==> src/rtl/h2bp.sv <==
// Shared fetch-stage types and constants.
package h2bp;

  typedef enum logic [1:0] {
    BOOT,
    RUN,
    DRAIN
  } fetch_state_t;

  localparam int unsigned INSTR_BYTES      = 4;
  localparam logic [31:0] DEFAULT_RESET_PC = 32'h0000_0000;

endpackage

==> src/rtl/fetch_fifo.sv <==
// Instruction buffer of {pc, instr} entries; head is registered, so push-to-visible takes 1 cycle.
// Push and pop may coincide at any occupancy; flush empties the buffer at the next edge.
module fetch_fifo #(
  parameter int unsigned WIDTH = 64,
  parameter int unsigned DEPTH = 2,
  localparam int unsigned AW = $clog2(DEPTH),
  localparam int unsigned CW = AW + 1
) (
  input  logic             clk,
  input  logic             rst_n,
  input  logic             push_i,
  input  logic [WIDTH-1:0] push_dat_i,
  input  logic             pop_i,
  input  logic             flush_i,
  output logic [WIDTH-1:0] head_dat_o,
  output logic [CW-1:0]    count_o,
  output logic             empty_o,
  output logic             full_o
);

  logic [WIDTH-1:0] mem_q [DEPTH];
  logic [AW-1:0]    wr_ptr_q, wr_ptr_d;
  logic [AW-1:0]    rd_ptr_q, rd_ptr_d;
  logic [CW-1:0]    count_q, count_d;
  logic             do_push, do_pop;

  assign empty_o    = (count_q == '0);
  assign full_o     = (count_q == CW'(DEPTH));
  assign count_o    = count_q;
  assign head_dat_o = empty_o ? '0 : mem_q[rd_ptr_q];

  assign do_pop  = pop_i && !empty_o;
  // A full buffer can still accept a word when the head leaves in the same cycle.
  assign do_push = push_i && (!full_o || do_pop);

  always_comb begin
    wr_ptr_d = wr_ptr_q;
    rd_ptr_d = rd_ptr_q;
    count_d  = count_q;
    if (flush_i) begin
      wr_ptr_d = '0;
      rd_ptr_d = '0;
      count_d  = '0;
    end else begin
      if (do_push) wr_ptr_d = wr_ptr_q + AW'(1);
      if (do_pop)  rd_ptr_d = rd_ptr_q + AW'(1);
      count_d = count_q + CW'(do_push) - CW'(do_pop);
    end
  end

  always_ff @(posedge clk or negedge rst_n) begin
    if (!rst_n) begin
      wr_ptr_q <= '0;
      rd_ptr_q <= '0;
      count_q  <= '0;
    end else begin
      wr_ptr_q <= wr_ptr_d;
      rd_ptr_q <= rd_ptr_d;
      count_q  <= count_d;
    end
  end

  always_ff @(posedge clk) begin
    if (do_push && !flush_i) mem_q[wr_ptr_q] <= push_dat_i;
  end

endmodule

==> src/rtl/fetch_unit.sv <==
// Fetch stage: owns the PC, issues credit-limited word requests, buffers responses for the decoder.
// Requests stall when outstanding + buffered reaches FIFO_DEPTH; redirects flush and drain stale responses.
module fetch_unit
  import h2bp::*;
#(
  parameter logic [31:0] RESET_PC   = DEFAULT_RESET_PC,
  parameter int unsigned FIFO_DEPTH = 2
) (
  input  logic        clk,
  input  logic        rst_n,
  output logic        imem_req_valid,
  input  logic        imem_req_ready,
  output logic [31:0] imem_req_addr,
  input  logic        imem_resp_valid,
  input  logic [31:0] imem_resp_data,
  input  logic        redirect_valid,
  input  logic [31:0] redirect_pc,
  output logic        instr_valid,
  input  logic        instr_ready,
  output logic [31:0] instr,
  output logic [31:0] instr_pc
);

  localparam int unsigned CW      = $clog2(FIFO_DEPTH) + 1;
  localparam logic [31:0] STEP    = 32'(INSTR_BYTES);
  localparam logic [CW:0] DEPTH_W = (CW+1)'(FIFO_DEPTH);

  fetch_state_t  state_q, state_d;
  logic [31:0]   pc_q, pc_d;
  logic [31:0]   resp_pc_q, resp_pc_d;
  logic [CW-1:0] outstanding_q, outstanding_d;
  logic [CW-1:0] drop_cnt_q, drop_cnt_d;

  logic [CW-1:0] fifo_count;
  logic          fifo_empty, fifo_full, fifo_push, fifo_pop;
  logic [63:0]   fifo_head;
  logic [CW:0]   credit_used;
  logic [31:0]   redirect_tgt;
  logic          req_fire, redirect_eff;

  assign redirect_tgt = redirect_pc & ~32'h3;
  assign redirect_eff = redirect_valid && (state_q != BOOT);

  assign credit_used    = {1'b0, outstanding_q} + {1'b0, fifo_count};
  assign imem_req_valid = (state_q == RUN) && (credit_used < DEPTH_W);
  assign imem_req_addr  = pc_q;
  assign req_fire       = imem_req_valid && imem_req_ready;

  assign fifo_push = (state_q == RUN) && imem_resp_valid && !redirect_eff;
  assign fifo_pop  = instr_valid && instr_ready && !redirect_eff;

  assign instr_valid = !fifo_empty;
  assign instr_pc    = fifo_head[63:32];
  assign instr       = fifo_head[31:0];

  always_comb begin
    state_d       = state_q;
    pc_d          = pc_q;
    resp_pc_d     = resp_pc_q;
    drop_cnt_d    = drop_cnt_q;
    outstanding_d = outstanding_q + CW'(req_fire) - CW'(imem_resp_valid);

    unique case (state_q)
      BOOT: state_d = RUN;
      RUN: begin
        if (req_fire)  pc_d      = pc_q + STEP;
        if (fifo_push) resp_pc_d = resp_pc_q + STEP;
      end
      DRAIN: begin
        if (imem_resp_valid) drop_cnt_d = drop_cnt_q - CW'(1);
        if (drop_cnt_d == '0) state_d = RUN;
      end
      default: state_d = BOOT;
    endcase

    // Everything still in flight after this cycle belongs to the old path.
    if (redirect_eff) begin
      pc_d       = redirect_tgt;
      resp_pc_d  = redirect_tgt;
      drop_cnt_d = outstanding_d;
      state_d    = (outstanding_d == '0) ? RUN : DRAIN;
    end
  end

  always_ff @(posedge clk or negedge rst_n) begin
    if (!rst_n) begin
      state_q       <= BOOT;
      pc_q          <= RESET_PC;
      resp_pc_q     <= RESET_PC;
      outstanding_q <= '0;
      drop_cnt_q    <= '0;
    end else begin
      state_q       <= state_d;
      pc_q          <= pc_d;
      resp_pc_q     <= resp_pc_d;
      outstanding_q <= outstanding_d;
      drop_cnt_q    <= drop_cnt_d;
    end
  end

  fetch_fifo #(
    .WIDTH(64),
    .DEPTH(FIFO_DEPTH)
  ) u_fifo (
    .clk       (clk),
    .rst_n     (rst_n),
    .push_i    (fifo_push),
    .push_dat_i({resp_pc_q, imem_resp_data}),
    .pop_i     (fifo_pop),
    .flush_i   (redirect_eff),
    .head_dat_o(fifo_head),
    .count_o   (fifo_count),
    .empty_o   (fifo_empty),
    .full_o    (fifo_full)
  );

  a_no_underflow: assert property (@(posedge clk) disable iff (!rst_n)
    !(imem_resp_valid && outstanding_q == '0));
  a_no_overflow: assert property (@(posedge clk) disable iff (!rst_n)
    !(fifo_push && fifo_full && !fifo_pop));

endmodule
==> config.mk <==
export PLATFORM = sky130hd
export DESIGN_NAME = fetch_unit
export DESIGN_NICKNAME = d
export VERILOG_FILES = /design/src/rtl/h2bp.sv /design/src/rtl/fetch_fifo.sv /design/src/rtl/fetch_unit.sv
export SDC_FILE = /design/constraint.sdc
export NUM_CORES = 1
export LEC_CHECK = 0
export CAP_MARGIN = 20
export CELL_PAD_IN_SITES_DETAIL_PLACEMENT = 1
export CELL_PAD_IN_SITES_GLOBAL_PLACEMENT = 2
export CORE_MARGIN = 4
export CORE_UTILIZATION = 34
export DETAILED_ROUTE_END_ITERATION = 6
export PLACE_DENSITY_LB_ADDON = 0.1
export SLEW_MARGIN = 5
export SYNTH_ARGS = -nofsm -noshare
export SYNTH_HDL_FRONTEND = slang
export SYNTH_SLANG_ARGS = --single-unit
==> constraint.sdc <==
create_clock -name clk -period 4.8 [get_ports clk]
set_clock_uncertainty 0.05 [all_clocks]
set_input_delay 0.48 -clock clk [delete_from_list [all_inputs] [get_ports clk]]
set_output_delay 0.48 -clock clk [all_outputs]
set_load 0.1 [all_outputs]
==> flow_metrics.tcl, run 1 <==
set metrics [dict create \
    viasPerCell 5.09 \
    path_clk_slew_ns 0.08 \
    holdPathStages 0 \
    routedWlPerCell_um 19.2 \
    cts_made_buffers 17 \
    grt_pass1_vias 6714 \
    syn_inst 710 \
    yosysTopAreaCell "edfxtp_1" \
    grt_start_max_net_pins 63 \
    finalCriticalPeriod_ns 3.70 \
    hp-start "resp_pc_q[22]" \
    port_buffers 161 \
    vias 6150 \
    ctsHoldBuffers 1 \
    yosys_warnings 0 \
    path_cells "and2_1 -> fa_1 -> nor4b_4 -> clkdlybuf4s50_1" \
    synthTopCellsByArea "edfxtp_1 43%, dfrtp_1 20%, mux2i_1 7.4%, nor2_1 4.2%, xnor2_1 2.8%" \
    start_kind "flop" \
    grt_setup_unrepaired "no" \
    track_usage 0.167 \
    finalCritPeriodShare 0.770 \
    rows 58 \
    crit_slowest_cell "clkdlybuf4s50_1" \
    yosys.area.top_type_share 0.428 \
    worstMarginPinSlew_ns 1.02 \
    crit_type "flop to output pin" \
    antenna_found_initial 0 \
    r2r_cells 13 \
    fill_cells 2627 \
    finalHoldViolations 0 \
    relSlewSlack 0.315 \
    critPathMaxFanout 4 \
    netlist_top_cells_count "124 x edfxtp_1, 97 x nor2_1, 70 x dfrtp_1" \
    layout-drive-gt1-share 0.0649 \
    antenna_left 0 \
    drt_pass1_iterations 4 \
    crit_required_ns 4.27 \
    die_h_um 168 \
    synth_area_um2 8690 \
    crit_path_end_kind "output pin" \
    cts_root_buf "clkbuf_16" \
    yosys.cell_count.top_type "edfxtp_1" \
    outcome "complete, no violations" \
    crit_arrival_ns 3.17 \
    grt_pass1_wl_um 37400 \
    dp_cells 1176 \
    finalSetupTns_ns 0 \
    synth_cell_types 52 \
    min_to "u_fifo.mem_q[0][54]" \
    finalNetCount 943 \
    synth_seq_cells 194 \
    max_stage_delay_ns 1.23 \
    cts_resized 0 \
    synth_edf_count 124 \
    seq_area_um2 5480 \
    ios 168 \
    regToRegEndpoint "drop_cnt_q[1]" \
    final_cell_count_no_fill 1208 \
    drc 0 \
    setup_viol 0 \
    yosysSeqAreaShare 0.630 \
    start_util 0.345 \
    post_cts_buffers 0 \
    cts_tree "yes" \
    hpwl_um 16300 \
    htreeDepth 4 \
    num_antenna_cells 0 \
    insertion_delay_ns 0.44 \
    die_width_um 168 \
    synth_flop_cell "edfxtp_1" \
    synth.avg_cell_area_um2 12.2 \
    clock_sink_count 194 \
    wl_um 23200 \
    drv_cap 0 \
    synthArstFlopShare 0.361 \
    fmax_mhz 270 \
    reg2reg_slack_ns 1.31 \
    reg2reg_from "u_fifo.count_o[0]" \
    clockBufferDepth 2 \
    overflow 0 \
    dieArea_um2 28200 \
    core-area_um2 25200 \
    worst_hold_path_type "flop to flop" \
    slew_violations 0 \
    multi_input_area_um2 3020 \
    area_growth_pct 29.4 \
    drtIter0Drc 352 \
    gp_congestion 0.817 \
]
==> logic make-up (layout without fill, tap and decap cells) <==
logic type,Yosys count,in the layout,share of synthesized area
buf+inv,51,216,0.0272
simple gates,255,255,0.146
xor+xnor,41,41,0.0413
mux,64,64,0.0737
compound gates,97,97,0.0704
fa+ha+maj,7,7,0.0109
other cells,1,4,0.000431
flops,194,194,0.630
==> registers in the layout (all words and copies together) (netlist names) <==
register / count
u_fifo.mem_q: 124
imem_req_addr: 30
resp_pc_q: 30
drop_cnt_q: 2
outstanding_q: 2
state_q: 2
u_fifo.count_o: 2
u_fifo.rd_ptr_q: 1
u_fifo.wr_ptr_q: 1
==> per-layer routing <==
layer  global-route usage  vias to the layer above  routed length [um]
met5                    0                        -                   0
met4               0.0360                        0                 185
met3               0.0359                       11                1100
met2                0.264                      156               10700
met1                0.238                     3074               11300
li1                     -                     2909                   -
==> critical path: cells and delay by family, from the launching register on <==
kind / cells / cell delay [ns]
flops: 1 / 0.44
simple gates: 2 / 0.56
buf+inv: 1 / 1.23
fa+ha+maj: 1 / 0.49
==> stage by stage <==
step | hold slack, ns | util | area (um2) | setup slack [ns]
final | 0.497 | 0.446 | 11200 | 1.10
after global placement | 0.459 | 0.423 | 10700 | 1.36
after CTS | 0.492 | 0.446 | 11200 | 0.995
after floorplan | 0.134 | - | 8700 | 0.430
after global routing | 0.517 | 0.446 | 11200 | 0.858
after detailed placement | 0.471 | 0.423 | 10700 | 1.28
==> cells in the final DEF, fill, tap and decap left out, drive strengths merged, types with 4 or more instances in the layout <==
master         netlist  layout
a311oi               7       7
a21oi               32      32
and2                 7       7
ha                   6       6
nor2                97      97
edfxtp             124     124
xnor2               28      28
dfrtp               70      70
and3                14      14
nand4               15      15
clkinv               0       5
o311ai               8       8
clkbuf              12      17
inv                 13      19
o211ai              10      10
nor4                10      10
conb                 1       4
o22ai                6       6
nand3               25      25
nor3                18      18
clkdlybuf4s50        0     160
o21ai               20      20
nand2               48      48
xor2                13      13
mux2i               64      64
buf                 26      11
and4                 8       8
==> how the worst max path moves through the flow <==
| stage | slack, ns | from | endpoint | depth (start not counted) |
|---|---|---|---|---|
| after floorplan | 0.43 | imem_resp_valid | u_fifo.mem_q[0][0] | 4 |
| after global placement | 1.36 | u_fifo.count_o[0] | drop_cnt_q[1] | 13 |
| after detailed placement | 1.28 | u_fifo.count_o[0] | drop_cnt_q[1] | 13 |
| after CTS | 1.0 | u_fifo.count_o[1] | instr[29] | 4 |
| after global routing | 0.86 | u_fifo.count_o[1] | instr[26] | 4 |
| final | 1.10 | u_fifo.count_o[0] | imem_req_valid | 4 |
==> cell type report <==
cell class                      count  share of cell area
Clock buffer                       17              0.0378
Inverter                           13             0.00434
Timing Repair Buffer              172               0.152
Tap cell                          330              0.0367
Sequential cell                   194               0.487
Clock inverter                     14              0.0135
Multi-Input combinational cell    468               0.269
Power of run 1 is not shown: default switching activity piles up to over one toggle a cycle in this logic, so the estimate is an artifact.
==> run 2: changes to the inputs <==
CORE_UTILIZATION = 31   (was 34)
clock period = 3.2 ns   (was 4.8 ns; I/O delays follow)
==> run 2 against run 1 <==
- worst setup slack got worse by 0.97 ns
- sequential share of layout area decreased by 0.22 points
- final cell count increased by 5.2%
- critical path type is now flop to flop
==> flow_metrics.tcl, run 2 (same netlist as run 1, synthesis figures left out) <==
set metrics [dict create \
    crit_required_ns 3.48 \
    viasPerCell 4.93 \
    wl_um 24000 \
    grt_start_max_net_pins 64 \
    crit_arrival_ns 3.35 \
    insertion_delay_ns 0.43 \
    crit_type "flop to flop" \
    routedWlPerCell_um 18.9 \
    die_h_um 175 \
    port_buffers 161 \
    postLayoutCellArea_um2 11300 \
    outcome "complete, no violations" \
    regToRegEndpoint "drop_cnt_q[1]" \
    vias 6264 \
    cts_tree "yes" \
    crit_slowest_cell "fa_1" \
    setup_viol 0 \
    gp_congestion 0.816 \
    finalCritPeriodShare 0.958 \
    critPathMaxFanout 4 \
    drv_cap 0 \
    finalHoldViolations 0 \
    finalCriticalPeriod_ns 3.07 \
    grt_pass1_vias 6626 \
    layout-drive-gt1-share 0.200 \
    final_cell_count_no_fill 1271 \
    grt_pass1_wl_um 38000 \
    reg2reg_slack_ns 0.13 \
    largest-register "u_fifo.mem_q" \
    area_growth_pct 29.9 \
    startpoint "u_fifo.count_o[0]" \
    clockBufferDepth 2 \
    relSlewSlack 0.294 \
    finalNetCount 957 \
    crit_path_end_kind "flop" \
    worstMarginPinSlew_ns 1.05 \
    slew_violations 0 \
    drc 0 \
    track_usage 0.156 \
    dp_cells 1238 \
    num_antenna_cells 0 \
    cts_made_buffers 17 \
    place_area_um2 10700 \
    worst_hold_path_type "input port to flop" \
    fill_cells 2968 \
    ios 168 \
    final_cell_mix "124 x edfxtp_1, 112 x buf_4, 94 x nor2_1" \
    r2r_cells 13 \
    path_clk_slew_ns 0.08 \
    start_util 0.314 \
    fmax_mhz 326 \
    mostFrequentLayoutCell "edfxtp_1" \
    max_stage_delay_ns 0.48 \
    drtIter0Drc 266 \
    dieArea_um2 30800 \
    core-area_um2 27700 \
    largest_reg_flops 124 \
    antenna_left 0 \
    antenna_found_initial 0 \
    drt_pass1_iterations 4 \
    start_kind "flop" \
    reg2reg_from "u_fifo.count_o[0]" \
    finalSetupTns_ns 0 \
    clock_sink_count 194 \
    path_cells "and2_1 -> fa_1 -> nor4b_4 -> and2_1 -> inv_4 -> ha_4 -> inv_2 -> ha_2 -> xnor2_2 -> xnor2_2 -> or2_2 -> o21ai_0 -> a221oi_1" \
    htreeDepth 4 \
    hold_ws_ns 0.423 \
    cts_root_buf "clkbuf_16" \
    die_width_um 175 \
    hpwl_um 17100 \
    critPathCapture "drop_cnt_q[1]" \
    rows 61 \
    overflow 0 \
]
## run 2: metrics by stage
stage           util  setup slack [ns]
5_1_grt        0.408           -0.0313
6_report       0.408             0.135
3_3_place_gp   0.386             0.177
3_5_place_dp   0.386             0.122
2_1_floorplan      -            -0.697
4_1_cts        0.407            0.0847
## run 2: final cells by class
class / instances / area [um2] / share of cell area
flip-flops and latches: 194 / 5480 / 0.485
well taps: 378 / 473 / 0.0419
clock inverters: 14 / 141 / 0.0125
clock buffers: 18 / 429 / 0.0380
inverters: 13 / 51.3 / 0.00454
multi-input cells: 468 / 3110 / 0.276
repair buffers: 186 / 1610 / 0.142
## run 2: layer usage
| layer | wire (um) | share of wire | up-vias | global-route usage |
|---|---|---|---|---|
| met3 | 1080 | 0.045 | 9 | 0.0306 |
| met4 | 155 | 0.0065 | 0 | 0.0322 |
| met5 | 0 | 0 | - | 0 |
| met2 | 11000 | 0.46 | 146 | 0.245 |
| met1 | 11700 | 0.49 | 3175 | 0.226 |
| li1 | - | - | 2934 | - |
## run 2: how the worst min path moves through the flow
stage                  startpoint  slack, ns  cells past startpoint                   to
2_1_floorplan               rst_n      -0.03                      0        drop_cnt_q[0]
3_3_place_gp                rst_n       0.43                      1        resp_pc_q[29]
3_5_place_dp                rst_n       0.45                      1        resp_pc_q[29]
4_1_cts        imem_resp_data[25]       0.40                      1  u_fifo.mem_q[0][25]
5_1_grt        imem_resp_data[25]       0.40                      1  u_fifo.mem_q[1][25]
6_report       imem_resp_data[25]       0.42                      1  u_fifo.mem_q[0][25]
## run 2: repair_timing
item                                    4_1_cts  5_1_grt
hold buffers                                  1        0
gates resized for setup                       0        1
hold endpoints to repair                     28        0
endpoints found under the setup margin        0        1
buffers inserted                              0        0
## run 2: worst max-delay path, delay by kind of cell (launching register included)
kind	cells	cell delay, ns
AO/OA/AOI/OAI	2	0.32
adder cells (fa/ha/maj)	3	0.91
XOR/XNOR	2	0.34
AND/OR/NAND/NOR	4	0.83
buffers and inverters	2	0.10
flip-flops	1	0.44
Power of run 2 is left out for the same reason.
